==> config.mk <==
export PLATFORM = sky130hd
export DESIGN_NAME = sipo_word_collector
export DESIGN_NICKNAME = d
export VERILOG_FILES = /design/src/rtl/sipo_pkg.sv /design/src/rtl/sipo_hold_buf.sv /design/src/rtl/sipo_word_collector.sv
export SDC_FILE = /design/constraint.sdc
export NUM_CORES = 1
export LEC_CHECK = 0
export ABC_AREA = 1
export ABC_CLOCK_PERIOD_IN_PS = 1650
export CAP_MARGIN = 20
export CORE_MARGIN = 2
export CORE_UTILIZATION = 56
export CTS_BUF_LIST = sky130_fd_sc_hd__clkbuf_4 sky130_fd_sc_hd__clkbuf_8
export DETAILED_ROUTE_END_ITERATION = 16
export PLACE_DENSITY_LB_ADDON = 0.2
export RECOVER_POWER = 100
export SLEW_MARGIN = 20
export SYNTH_ARGS = -nofsm -noshare
export SYNTH_HDL_FRONTEND = slang
export SYNTH_HIERARCHICAL = 1
export SYNTH_SLANG_ARGS = --single-unit
==> constraint.sdc <==
create_clock -name clk -period 1.65 [get_ports clk]
set_input_delay 0.33 -clock clk [delete_from_list [all_inputs] [get_ports clk]]
set_output_delay 0.33 -clock clk [all_outputs]
set_load 0.1 [all_outputs]
==> src/rtl/sipo_pkg.sv <==
// Shared constants and types for the serial-in, parallel-out word collector.
package sipo_pkg;

  localparam int unsigned DEFAULT_WIDTH = 8;
  localparam int unsigned DEFAULT_CNT_W = $clog2(DEFAULT_WIDTH + 1);

  typedef enum logic {
    IDLE    = 1'b0,
    COLLECT = 1'b1
  } state_e;

  // Bit-counter width able to hold 0..width.
  function automatic int unsigned count_width(input int unsigned width);
    return $clog2(width + 1);
  endfunction

endpackage

==> src/rtl/sipo_hold_buf.sv <==
// One-entry valid/ready holding register; flags overrun when a word arrives while full and not popped.
module sipo_hold_buf
  import sipo_pkg::*;
#(
  parameter int unsigned WIDTH = DEFAULT_WIDTH
) (
  input  logic             clk,
  input  logic             rst_n,
  input  logic             load,
  input  logic [WIDTH-1:0] load_data,
  input  logic             ready,
  input  logic             clr_ovr,
  output logic [WIDTH-1:0] data,
  output logic             valid,
  output logic             overrun
);

  logic pop_c;

  always_comb begin
    pop_c = valid && ready;
  end

  always_ff @(posedge clk) begin
    if (!rst_n) begin
      data    <= '0;
      valid   <= 1'b0;
      overrun <= 1'b0;
    end else begin
      if (load && (!valid || pop_c)) begin
        data  <= load_data;
        valid <= 1'b1;
      end else if (pop_c) begin
        valid <= 1'b0;
      end

      // A word completing against a stalled full buffer is dropped.
      if (clr_ovr) begin
        overrun <= 1'b0;
      end else if (load && valid && !pop_c) begin
        overrun <= 1'b1;
      end
    end
  end

endmodule

==> src/rtl/sipo_word_collector.sv <==
// Serial-to-parallel word collector: assembles WIDTH-bit words MSB- or LSB-first into a valid/ready buffer.
module sipo_word_collector
  import sipo_pkg::*;
#(
  parameter int unsigned WIDTH = DEFAULT_WIDTH
) (
  input  logic             clk,
  input  logic             rst_n,
  input  logic             s_in,
  input  logic             s_valid,
  input  logic             msb_first,
  input  logic             clear,
  output logic [WIDTH-1:0] p_data,
  output logic             p_valid,
  input  logic             p_ready,
  output logic             overrun,
  output logic             busy
);

  localparam int unsigned CW = count_width(WIDTH);

  state_e           state;
  logic [CW-1:0]    count;
  logic             dir;
  logic [WIDTH-1:0] shreg;

  logic             dir_c;
  logic [WIDTH-1:0] shifted_c;
  logic             complete_c;

  // Direction comes live from msb_first on the first bit, then from the latch.
  always_comb begin
    dir_c      = (state == IDLE) ? msb_first : dir;
    shifted_c  = dir_c ? {shreg[WIDTH-2:0], s_in} : {s_in, shreg[WIDTH-1:1]};
    complete_c = s_valid && !clear && (state == COLLECT) && (count == CW'(WIDTH - 1));
  end

  always_ff @(posedge clk) begin
    if (!rst_n) begin
      state <= IDLE;
      count <= '0;
      dir   <= 1'b1;
      shreg <= '0;
      busy  <= 1'b0;
    end else if (clear) begin
      state <= IDLE;
      count <= '0;
      shreg <= '0;
      busy  <= 1'b0;
    end else if (s_valid) begin
      shreg <= shifted_c;
      case (state)
        IDLE: begin
          dir   <= msb_first;
          count <= CW'(1);
          state <= COLLECT;
          busy  <= 1'b1;
        end
        COLLECT: begin
          if (count == CW'(WIDTH - 1)) begin
            count <= '0;
            state <= IDLE;
            busy  <= 1'b0;
          end else begin
            count <= count + CW'(1);
          end
        end
        default: begin
          state <= IDLE;
          count <= '0;
          busy  <= 1'b0;
        end
      endcase
    end
  end

  sipo_hold_buf #(
    .WIDTH(WIDTH)
  ) u_hold_buf (
    .clk      (clk),
    .rst_n    (rst_n),
    .load     (complete_c),
    .load_data(shifted_c),
    .ready    (p_ready),
    .clr_ovr  (clear),
    .data     (p_data),
    .valid    (p_valid),
    .overrun  (overrun)
  );

endmodule
==> impl_metrics.py <==
metrics = {
    "die": {
        "start_util_pct": 59.4,
        "core_region_area_um2": 2230,
        "chipHeight_um": 52.7,
        "rows": 17,
        "die_area_um2": 2770,
        "fp.dieW_um": 52.7,
        "floorplan.io_pins": 18,
    },
    "global_route": {
        "gr-total-overflow": 0,
        "grtUsageTotal_pct": 21.4,
        "via_count_of_the_first_global_routing_pass": 1057,
        "antenna_found_initial": 0,
        "grt_max_degree": 19,
        "wire_length_of_the_first_global_routing_pass_um": 4460,
    },
    "clock_tree": {
        "cts.sink_count": 25,
        "cts_made_buffers": 3,
        "postcts_setup_bufs": 0,
        "clock_path_buffers": 2,
        "tritoncts": "done",
        "holdBufCountCts": 0,
        "clockRootBuffer": "clkbuf_4",
        "clk_latency_ns": 0.31,
        "cts.reportedPaths.clkPinSlew_ns": 0.13,
        "htreeDepth": 1,
        "post_cts_resize_count": 0,
    },
    "worst_setup_path": {
        "launching_instance_or_port_of_the_critical_path": "count[1]",
        "worst_setup_path_start_kind": "flip-flop",
        "timing.critical_path.cells": "ha_1, nand2_1, nor2_1, nand3_1, nor2_1, buf_6, nand3_1, nand2_1, nor2_1",
        "critical-path-top-cell-by-count": "nor2_1",
        "setup.worst_path.class": "flip-flop to flip-flop",
        "cp_slowest_cell": "dfxtp_1",
        "cp_data_arrival_time_ns": 1.78,
        "endpoint_class_of_the_critical_path": "flip-flop",
        "crit-reg2reg-launch": "count[1]",
        "cp_slowest_stage_delay_ns": 0.40,
        "path_max_fanout": 18,
        "critPathRequiredTime_ns": 1.87,
    },
    "sta": {
        "hold_viol_final": 0,
        "grt_setup_unrepaired": "false",
        "min_tclk_post_route_ns": 1.56,
        "final.setup_skew_ns": 0.00555,
        "worst_hold_slack_ns": 0.467,
        "setup_tns_ns": 0,
        "slew-limit-headroom_pct": 63.6,
        "timing.final.crit_share_pct": 94.5,
        "timing.final.max_slew_violations": 0,
        "fmax_ghz": 0.641,
        "timing.final.setup_violations": 0,
        "max_slew.worst_pin.slew_ns": 0.549,
    },
    "min_path": {
        "holdCritStartpoint": "u_hold_buf/overrun",
        "hold_path.class": "flip-flop to flip-flop",
    },
    "synthesis": {
        "postSynth.asyncResetShare_pct": 0,
        "syn_inst": 178,
        "post-synth-top-area-fraction_pct": 37.7,
        "synth.lib_cells_used.distinct": 23,
        "synth.area.top_cells": "dfxtp_1 (38%), nor2_1 (8.5%), nand3_1 (8.3%), nand2_2 (7.5%), inv_1 (6.2%)",
        "yosysMostFrequentCell": "nor2_1",
        "synth_area_um2": 1330,
        "yosys_register_bits": 25,
        "synth_ff_type": "dfxtp_1",
        "count_of_yosys_warnings_during_synthesis": 6,
        "mappedNetlistNets": 186,
        "syn-mean-instance-area_um2": 7.45,
        "synth-edff-count": 0,
        "yosys.area.top_type": "dfxtp_1",
        "synth.cells.most_frequent": "nor2_1 (30), dfxtp_1 (25), inv_1 (22), nand3_1 (22)",
        "synth_seq_area_share_pct": 37.7,
    },
    "route": {
        "route.antenna.remaining_nets": 0,
        "firstDrtPassIters": 4,
        "initialDrtViolationCount": 25,
        "drt_drc_violations_left": 0,
        "sum_of_routed_wire_length_over_all_layers_um": 2490,
        "avgViaCountPerCell": 5.09,
        "number_of_vias_after_detailed_routing": 1125,
        "wire_per_inst_um": 11.3,
    },
    "cells_and_area": {
        "layout-drive-gt1-share_pct": 22.3,
        "antenna_cells": 0,
        "fin_nets": 202,
        "design_area_um2": 1420,
        "instances_no_fill": 221,
        "syn2layout_area_growth_pct": 7.26,
        "fillerInstances": 208,
    },
    "placement": {
        "dp_hpwl_um": 1840,
        "postPlaceCellArea_um2": 1580,
        "io_buf_count": 17,
        "routabilityCongestion": 0.795,
        "place.detailed.instances": 217,
    },
    "run": {
        "cap_violations": 0,
    },
    "pwr": {
        "powerDensity_nw_per_um2": 723,
        "power.static_leakage_nw": 0.667,
        "ir_drop_mv": 0.645,
    },
    "status": {
        "status": "finished clean",
    },
}
registers in the layout, indices dropped and copies added, names as in the netlist:
name and cells:
busy 1, state 1, dir 1, u_hold_buf/overrun 1, shreg 8, u_hold_buf/valid 1, u_hold_buf/data 8, count 4
power breakdown:
part | internal (mW) | leakage [nW] | switching (mW)
Clock | 0.0905 | 0.0177 | 0.174
Sequential | 0.616 | 0.203 | 0.0129
Combinational | 0.0500 | 0.446 | 0.0851
layout make-up:
cell class / count / area [um^2] / share of cell area (%)
timing repair buffer: 20 / 144 / 10.1
inverter: 25 / 96.3 / 6.77
tap: 28 / 35.0 / 2.46
clock inverter: 1 / 5.00 / 0.352
clock buffer: 3 / 22.5 / 1.58
sequential: 25 / 502 / 35.3
multi-input combinational: 119 / 618 / 43.4
metrics by stage:
step | setup slack [ns] | utilization, % | power, mW
after floorplan | 0.0514 | - | 0.756
after global placement | 0.100 | 70.9 | 0.788
after detailed placement | 0.0339 | 70.9 | 0.792
after CTS | 0.0564 | 72.1 | 1.06
after global routing | 0.00194 | 63.7 | 1.09
final | 0.0905 | 63.7 | 1.03
routing by layer:
metal / GRT usage [%] / wire (um) / vias to the layer above
met5: 0 / 0 / -
met4: 7.69 / 17 / 0
met3: 4.29 / 86 / 2
met2: 36.7 / 1240 / 19
met1: 26.4 / 1150 / 515
li1: - / - / 589
cell usage in the layout, fill, tap and decap left out:
cell type,Yosys,final
nor2_1,30,30
clkbuf_2,0,10
dfxtp_1,25,24
nor2_2,1,1
o21ai_0,1,9
o21ai_1,1,1
nand3_1,22,22
nor3_1,1,1
a21boi_1,1,1
ha_1,1,1
clkbuf_4,0,4
inv_2,2,1
inv_1,22,23
inv_4,1,1
a21oi_1,15,15
dlygate4sd3_1,0,1
nand2_2,16,16
clkdlybuf4s50_1,0,5
buf_6,5,1
nand2_1,16,16
clkinv_2,0,1
buf_4,2,2
nand2_4,2,2
nand2_8,2,2
nand4_1,1,1
nand3_2,1,1
dfxtp_2,0,1
cells by family after synthesis:
| logic type | count (synthesis) | synth area share [%] |
|---|---|---|
| DFF | 25 | 37.7 |
| AOI/OAI and AO/OA | 26 | 12.3 |
| adders and majority gates | 1 | 0.943 |
| buffers and inverters | 34 | 13.4 |
| and+or+nand+nor | 92 | 35.7 |
worst max-delay path, delay by kind of cell (launching register included):
family | cells | cell delay, ns
simple gates | 7 | 0.69
fa+ha+maj | 1 | 0.18
buf+inv | 1 | 0.19
flops | 1 | 0.40
path summary, 6_finish.rpt:
| path | end | slack, ns | cells past startpoint |
|---|---|---|---|
| setup / recovery | u_hold_buf/data[7] | 0.09 | 9 |
| hold / removal | u_hold_buf/overrun | 0.47 | 2 |
| setup reg to reg | u_hold_buf/data[7] | 0.09 | 9 |
| hold reg to reg | u_hold_buf/overrun | 0.47 | 2 |
(Power assumes the default switching activity.)
